`src/rtl/hd44780_pkg.sv`:
```
// Shared constants for the hd44780 refresh controller: FSM encoding, fill character
// and the 4x16 character line layout of the frame buffer.
package hd44780_pkg;

  typedef logic [2:0] state_t;

  localparam state_t ST_CLEAR      = 3'd0;
  localparam state_t ST_IDLE       = 3'd1;
  localparam state_t ST_HOLDOFF    = 3'd2;
  localparam state_t ST_TRIGGER    = 3'd3;
  localparam state_t ST_WAIT_START = 3'd4;
  localparam state_t ST_WAIT_DONE  = 3'd5;

  localparam logic [7:0] FILL_CHAR = 8'h20;

  localparam int unsigned LINE_WIDTH = 16;
  localparam logic [5:0]  LINE0_BASE = 6'h00;
  localparam logic [5:0]  LINE1_BASE = 6'h10;
  localparam logic [5:0]  LINE2_BASE = 6'h20;
  localparam logic [5:0]  LINE3_BASE = 6'h30;

endpackage

```
`src/rtl/hd44780_fb_ram.sv`:
```
// Character frame buffer: one synchronous write port, one asynchronous read port.
module hd44780_fb_ram #(
  parameter int unsigned ADDR_W = 6,
  parameter int unsigned DATA_W = 8
) (
  input  logic              clk_i,
  input  logic              we_i,
  input  logic [ADDR_W-1:0] waddr_i,
  input  logic [DATA_W-1:0] wdata_i,
  input  logic [ADDR_W-1:0] raddr_i,
  output logic [DATA_W-1:0] rdata_o
);

  logic [DATA_W-1:0] mem_q [2**ADDR_W];

  always_ff @(posedge clk_i) begin
    if (we_i) begin
      mem_q[waddr_i] <= wdata_i;
    end
  end

  assign rdata_o = mem_q[raddr_i];

endmodule

```
`src/rtl/hd44780_refresh_ctrl.sv`:
```
// Frame-buffer owner for the hd44780 driver: arbitrates two writers and pulses lcd_trg
// when content is dirty, the driver is idle and the minimum refresh gap has elapsed.
module hd44780_refresh_ctrl
  import hd44780_pkg::*;
#(
  parameter int unsigned       ADDR_W      = 6,
  parameter int unsigned       DATA_W      = 8,
  parameter int unsigned       MIN_GAP     = 2500,
  parameter int unsigned       ACK_TIMEOUT = 16,
  parameter logic [DATA_W-1:0] FILL_CHAR   = DATA_W'(hd44780_pkg::FILL_CHAR)
) (
  input  logic              clk,
  input  logic              rst,
  input  logic              req0_valid,
  output logic              req0_ready,
  input  logic [ADDR_W-1:0] req0_addr,
  input  logic [DATA_W-1:0] req0_data,
  input  logic              req1_valid,
  output logic              req1_ready,
  input  logic [ADDR_W-1:0] req1_addr,
  input  logic [DATA_W-1:0] req1_data,
  input  logic              force_refresh,
  input  logic              lcd_busy,
  output logic              lcd_trg,
  input  logic [ADDR_W-1:0] lcd_addr,
  output logic [DATA_W-1:0] lcd_data,
  output logic              refresh_active,
  output logic              dirty,
  output logic [15:0]       refresh_count
);

  localparam int unsigned GAP_W = $clog2(MIN_GAP + 1);
  localparam int unsigned TMR_W = $clog2(ACK_TIMEOUT + 1);
  localparam logic [GAP_W-1:0] GAP_MAX  = GAP_W'(MIN_GAP);
  localparam logic [TMR_W-1:0] TMR_LAST = TMR_W'(ACK_TIMEOUT - 1);

  state_t            state_q, state_d;
  logic [ADDR_W-1:0] clr_ptr_q, clr_ptr_d;
  logic              dirty_q, dirty_d;
  logic [15:0]       cnt_q, cnt_d;
  logic              rr_q, rr_d;
  logic [GAP_W-1:0]  gap_q, gap_d;
  logic [TMR_W-1:0]  tmr_q, tmr_d;

  logic              in_clear;
  logic              wr_acc;
  logic              we;
  logic [ADDR_W-1:0] waddr;
  logic [DATA_W-1:0] wdata;
  logic [DATA_W-1:0] rd_data;

  assign in_clear   = (state_q == ST_CLEAR);
  assign req0_ready = !in_clear && req0_valid && (!req1_valid || !rr_q);
  assign req1_ready = !in_clear && req1_valid && (!req0_valid || rr_q);
  assign wr_acc     = req0_ready || req1_ready;

  always_comb begin
    we    = 1'b0;
    waddr = req0_addr;
    wdata = req0_data;
    if (in_clear) begin
      we    = 1'b1;
      waddr = clr_ptr_q;
      wdata = FILL_CHAR;
    end else if (req1_ready) begin
      we    = 1'b1;
      waddr = req1_addr;
      wdata = req1_data;
    end else if (req0_ready) begin
      we    = 1'b1;
    end
  end

  hd44780_fb_ram #(
    .ADDR_W (ADDR_W),
    .DATA_W (DATA_W)
  ) u_fb_ram (
    .clk_i   (clk),
    .we_i    (we),
    .waddr_i (waddr),
    .wdata_i (wdata),
    .raddr_i (lcd_addr),
    .rdata_o (rd_data)
  );

  // Forward the write in flight so the driver sees it in the cycle it is accepted.
  assign lcd_data = (we && (waddr == lcd_addr)) ? wdata : rd_data;

  always_comb begin
    state_d   = state_q;
    clr_ptr_d = clr_ptr_q;
    dirty_d   = dirty_q;
    cnt_d     = cnt_q;
    tmr_d     = tmr_q;
    gap_d     = (gap_q < GAP_MAX) ? gap_q + 1'b1 : gap_q;
    rr_d      = req0_ready ? 1'b1 : (req1_ready ? 1'b0 : rr_q);

    case (state_q)
      ST_CLEAR: begin
        clr_ptr_d = clr_ptr_q + 1'b1;
        if (clr_ptr_q == '1) begin
          state_d = ST_IDLE;
        end
      end
      ST_IDLE: begin
        if (!lcd_busy && dirty_q) begin
          state_d = ST_HOLDOFF;
        end
      end
      ST_HOLDOFF: begin
        if ((gap_q == GAP_MAX) && !lcd_busy) begin
          state_d = ST_TRIGGER;
        end
      end
      ST_TRIGGER: begin
        dirty_d = 1'b0;
        tmr_d   = '0;
        state_d = ST_WAIT_START;
      end
      ST_WAIT_START: begin
        // The driver gets ACK_TIMEOUT cycles to acknowledge before a retry is scheduled.
        if (lcd_busy) begin
          cnt_d   = cnt_q + 16'd1;
          state_d = ST_WAIT_DONE;
        end else if (tmr_q == TMR_LAST) begin
          dirty_d = 1'b1;
          gap_d   = '0;
          state_d = ST_HOLDOFF;
        end else begin
          tmr_d = tmr_q + 1'b1;
        end
      end
      ST_WAIT_DONE: begin
        if (!lcd_busy) begin
          gap_d   = '0;
          state_d = dirty_q ? ST_HOLDOFF : ST_IDLE;
        end
      end
      default: state_d = ST_CLEAR;
    endcase

    // New content or an explicit request always wins over the clear in TRIGGER.
    if (wr_acc || force_refresh) begin
      dirty_d = 1'b1;
    end
  end

  always_ff @(posedge clk) begin
    if (rst) begin
      state_q   <= ST_CLEAR;
      clr_ptr_q <= '0;
      dirty_q   <= 1'b1;
      cnt_q     <= 16'd0;
      rr_q      <= 1'b0;
      gap_q     <= GAP_MAX;
      tmr_q     <= '0;
    end else begin
      state_q   <= state_d;
      clr_ptr_q <= clr_ptr_d;
      dirty_q   <= dirty_d;
      cnt_q     <= cnt_d;
      rr_q      <= rr_d;
      gap_q     <= gap_d;
      tmr_q     <= tmr_d;
    end
  end

  assign lcd_trg        = (state_q == ST_TRIGGER);
  assign refresh_active = (state_q == ST_TRIGGER) || (state_q == ST_WAIT_START) ||
                          (state_q == ST_WAIT_DONE);
  assign dirty          = dirty_q;
  assign refresh_count  = cnt_q;

endmodule

```
`config.mk`:
```
export PLATFORM = sky130hd
export DESIGN_NAME = hd44780_refresh_ctrl
export DESIGN_NICKNAME = d
export VERILOG_FILES = /design/src/rtl/hd44780_pkg.sv /design/src/rtl/hd44780_fb_ram.sv /design/src/rtl/hd44780_refresh_ctrl.sv
export SDC_FILE = /design/constraint.sdc
export NUM_CORES = 1
export LEC_CHECK = 0
export CAP_MARGIN = 25
export CORE_UTILIZATION = 55
export CTS_CLUSTER_DIAMETER = 150
export DETAILED_ROUTE_END_ITERATION = 10
export HOLD_SLACK_MARGIN = 0.03
export PLACE_DENSITY = 0.76
export SYNTH_ARGS = -nofsm -noshare
export SYNTH_HDL_FRONTEND = slang
export SYNTH_SLANG_ARGS = --single-unit
```
`constraint.sdc`:
```
create_clock -name clk -period 3.2 [get_ports clk]
set_input_delay 0.32 -clock clk [delete_from_list [all_inputs] [get_ports clk]]
set_output_delay 0.32 -clock clk [all_outputs]
set_load 0.02 [all_outputs]
```
==> impl_metrics.ini <==
[outcome]
outcome = complete, but fails checks
violations = negative setup slack

[timing]
slew_headroom_pct = 38.3
setup_ws_ns = -0.00138
hold_violations = 0
clock_skew_ns = 0.0212
rsz0062_at_grt = yes
setup_viol = 1
finalMaxSlewViolations = 0
setup_tns_ns = -0.00138
finalCritPeriodShare_pct = 100
fmax_ghz = 0.312
min_period_ns = 3.20
tightest_slew_ns = 0.922

[setup_path]
cp_top_family = simple AND/OR/NAND/NOR gates
required_ns = 2.88
reg2reg_from = state_q[2]
crit_buf_inv = 2
rrSetupSlack_ns = 0.31
cp-end-kind = output pin
cp_cell_sequence = or3_4 -> a31oi_4 -> xor2_2 -> nor2_2 -> nand4_2 -> buf_12 -> mux2_2 -> buf_4
timing.rr.end = u_fb_ram.mem_q[26][4]
critPathMaxFanout = 8
path_class = reg2out
cp-start-kind = flip-flop
arrival_ns = 2.88
crit_path_top_delay_cell = or3_4
reg2reg_depth = 9
critical-path-max-stage-delay_ns = 0.45

[placed_design]
place_area_sq_um = 25100
place_hpwl_mm = 33.2
io_buffers = 68
dpl.cell_count = 1926
gp_congestion = 0.881

[min_path]
worstHoldStart = force_refresh
min_to = dirty
hp-class = in2reg
min_path_cells = 3

[job]
cap_violations = 0

[logic_synthesis]
ys_seq_elements = 556
avgSynthCellArea_sq_um = 18.3
synth_mux_area_share_pct = 15.6
yosysUniqueCellTypes = 64
synth_ff_type = edfxtp_1
synth-warning-count = 0
synth_edf_count = 512
synth_top_family_by_area = multiplexers
syn_inst = 1236
syn_area_sq_um = 22600
synth-adder-area-share_pct = 0.333
yosys.area_share.simple_pct = 5.47
synth_xor_area_share_pct = 1.36
yosysSeqAreaShare_pct = 72.0
synth_fp_nets = 1282
synth_compound_area_share_pct = 3.48
ys_async_sr_fraction_pct = 0

[detailed_routing]
vias = 12700
first_iter_violations = 1261
vias_per_cell = 6.26
wl_met1_mm = 20.5
routed-wl-met2_mm = 25.9
first_pass_iters = 5
highest_layer = met4
drtAntennaViolNets = 0
drc_errors = 0
wire_per_inst_microns = 26.1
met3_length_mm = 4.87
wirelength_mm = 53.0

[pwr]
combPwrFrac_pct = 11.4
p_int_mw = 12.9
p_per_area_nw_per_um2 = 621
p_leak_nw = 9.17
power_switching_mw = 3.91
ir_worst_vdd_mv = 0.369
power.total_mw = 16.8
switching_share_pct = 23.3
power_frac_clock_pct = 38.7
seqPwrFrac_pct = 49.9

[floorplan]
initial_core_util_pct = 56.3
die_area_sq_um = 41800
rows = 73
die_x_microns = 205
fp.dieH_microns = 205
core_sq_um = 40100
ios = 69

[final_layout]
fin_nets = 1512
fin_area_sq_um = 27000
layout_commonest_cell = edfxtp_1
layout.cells.non_filler = 2035
syn_to_final_growth_pct = 19.9
drive_gt1_share_pct = 28.1
fillers = 2468
fin_util_pct = 67.5
area.sequential_sq_um = 16300
multi_input_area_sq_um = 6120
layout_common_cells = 512 x edfxtp_1, 152 x buf_4, 117 x mux4_2

[clocking]
cts-htree-levels = 2
cts_buffer_depth = 3
clock_latency_ns = 0.60
cts-root-buf = clkbuf_16
cts_buffers = 54
cts_tree = built
clock-sinks = 556
path_clk_slew_ns = 0.06

[global_routing]
antenna_found_initial = 0
grt_pass1_wl_mm = 79.5
overflow = 0
gr-usage-all-layers_pct = 26.2
grt_pass1_vias = 12800
grt_max_degree = 65
==> timing repair <==
item                                    CTS  global route
setup buffers                             5             3
endpoints found under the setup margin    8             8
cloned                                    1             0
pin swaps                                10             7
hold buffers                              0             0
resized for setup                        51            19
endpoints found under the hold margin     0             0
==> layer usage <==
metal  GRT usage (%)  vias to the layer above
li1                -                     5433
met1            34.4                     6513
met2            42.7                      680
met3            6.36                      119
met4            9.57                        0
met5               0                        -
==> cells by family after synthesis <==
group,Yosys count
compound gates,115
simple gates,271
buf+inv,73
mux,180
xor+xnor,35
fa+ha+maj,6
flops,556
==> worst min-delay path, stage by stage <==
cell and delay [ns]:
clkdlybuf4s50_1 0.48, a211o_1 0.09, or3_1 0.09
==> per-stage QoR <==
step           hold slack [ns]  setup slack [ns]
2_1_floorplan            0.465             0.373
3_3_place_gp             0.479            -0.353
3_5_place_dp             0.490            -0.423
4_1_cts                  0.369          0.000729
5_1_grt                  0.398           -0.0254
6_report                 0.395          -0.00138
==> layout make-up <==
type | instances | share of cell area [%]
diodes | 1 | 0.00925
clock buffers | 61 | 5.17
clock inverters | 38 | 1.50
inverters | 8 | 0.111
multi-input cells | 608 | 22.6
flip-flops and latches | 556 | 60.1
well taps | 525 | 2.43
repair buffers | 238 | 8.03
==> power by group through the flow <==
stage | Sequential [mW] | Combinational [mW] | Clock, mW
6_report | 8.38 | 1.92 | 6.50
5_1_grt | 8.39 | 2.01 | 6.84
3_3_place_gp | 8.51 | 1.79 | 0
4_1_cts | 8.38 | 1.88 | 6.58
3_5_place_dp | 8.53 | 1.83 | 0
2_1_floorplan | 8.49 | 1.01 | 0
==> cells in the mapped netlist (6+ instances only) <==
master    count  area share (%)
a21oi_1      32            0.71
a22oi_1      24            0.80
and3_1        7            0.19
buf_2        17            0.38
buf_4         6            0.20
buf_6         6            0.30
clkbuf_1     31            0.52
dfxtp_1      44             3.9
edfxtp_1    512              68
ha_1          6            0.33
inv_1         8            0.13
mux2_2       14            0.70
mux2i_1      33             1.5
mux4_1       17             2.0
mux4_2      113              11
nand2_1      61             1.0
nand2b_1      8            0.22
nand3_1      33            0.73
nand4_1       8            0.22
nor2_1      114             1.9
nor2b_1       8            0.22
nor3_1       10            0.22
o21ai_0      13            0.29
o21bai_1      7            0.23
or3_1         6            0.17
xnor2_1      13            0.50
xor2_1       22            0.85
==> registers in the layout, summed over array words and instances, names as in the netlist <==
| signal | flops |
|---|---|
| clr_ptr_q | 6 |
| tmr_q | 5 |
| u_fb_ram.mem_q | 512 |
| rr_q | 1 |
| state_q | 3 |
| dirty | 1 |
| gap_q | 12 |
| refresh_count | 16 |
==> how the worst max path moves through the flow <==
| stage | start | cells after the start | endpoint | slack [ns] |
|---|---|---|---|---|
| 5_1_grt | rr_q | 10 | lcd_data[6] | -0.03 |
| 6_report | state_q[2] | 8 | lcd_data[6] | -0.001 |
| 2_1_floorplan | state_q[0] | 5 | lcd_data[5] | 0.37 |
| 3_5_place_dp | req0_valid | 11 | lcd_data[6] | -0.42 |
| 4_1_cts | rr_q | 10 | lcd_data[5] | 0.0007 |
| 3_3_place_gp | req0_valid | 11 | lcd_data[2] | -0.35 |
Note: power is estimated with default switching activity, not from simulation.
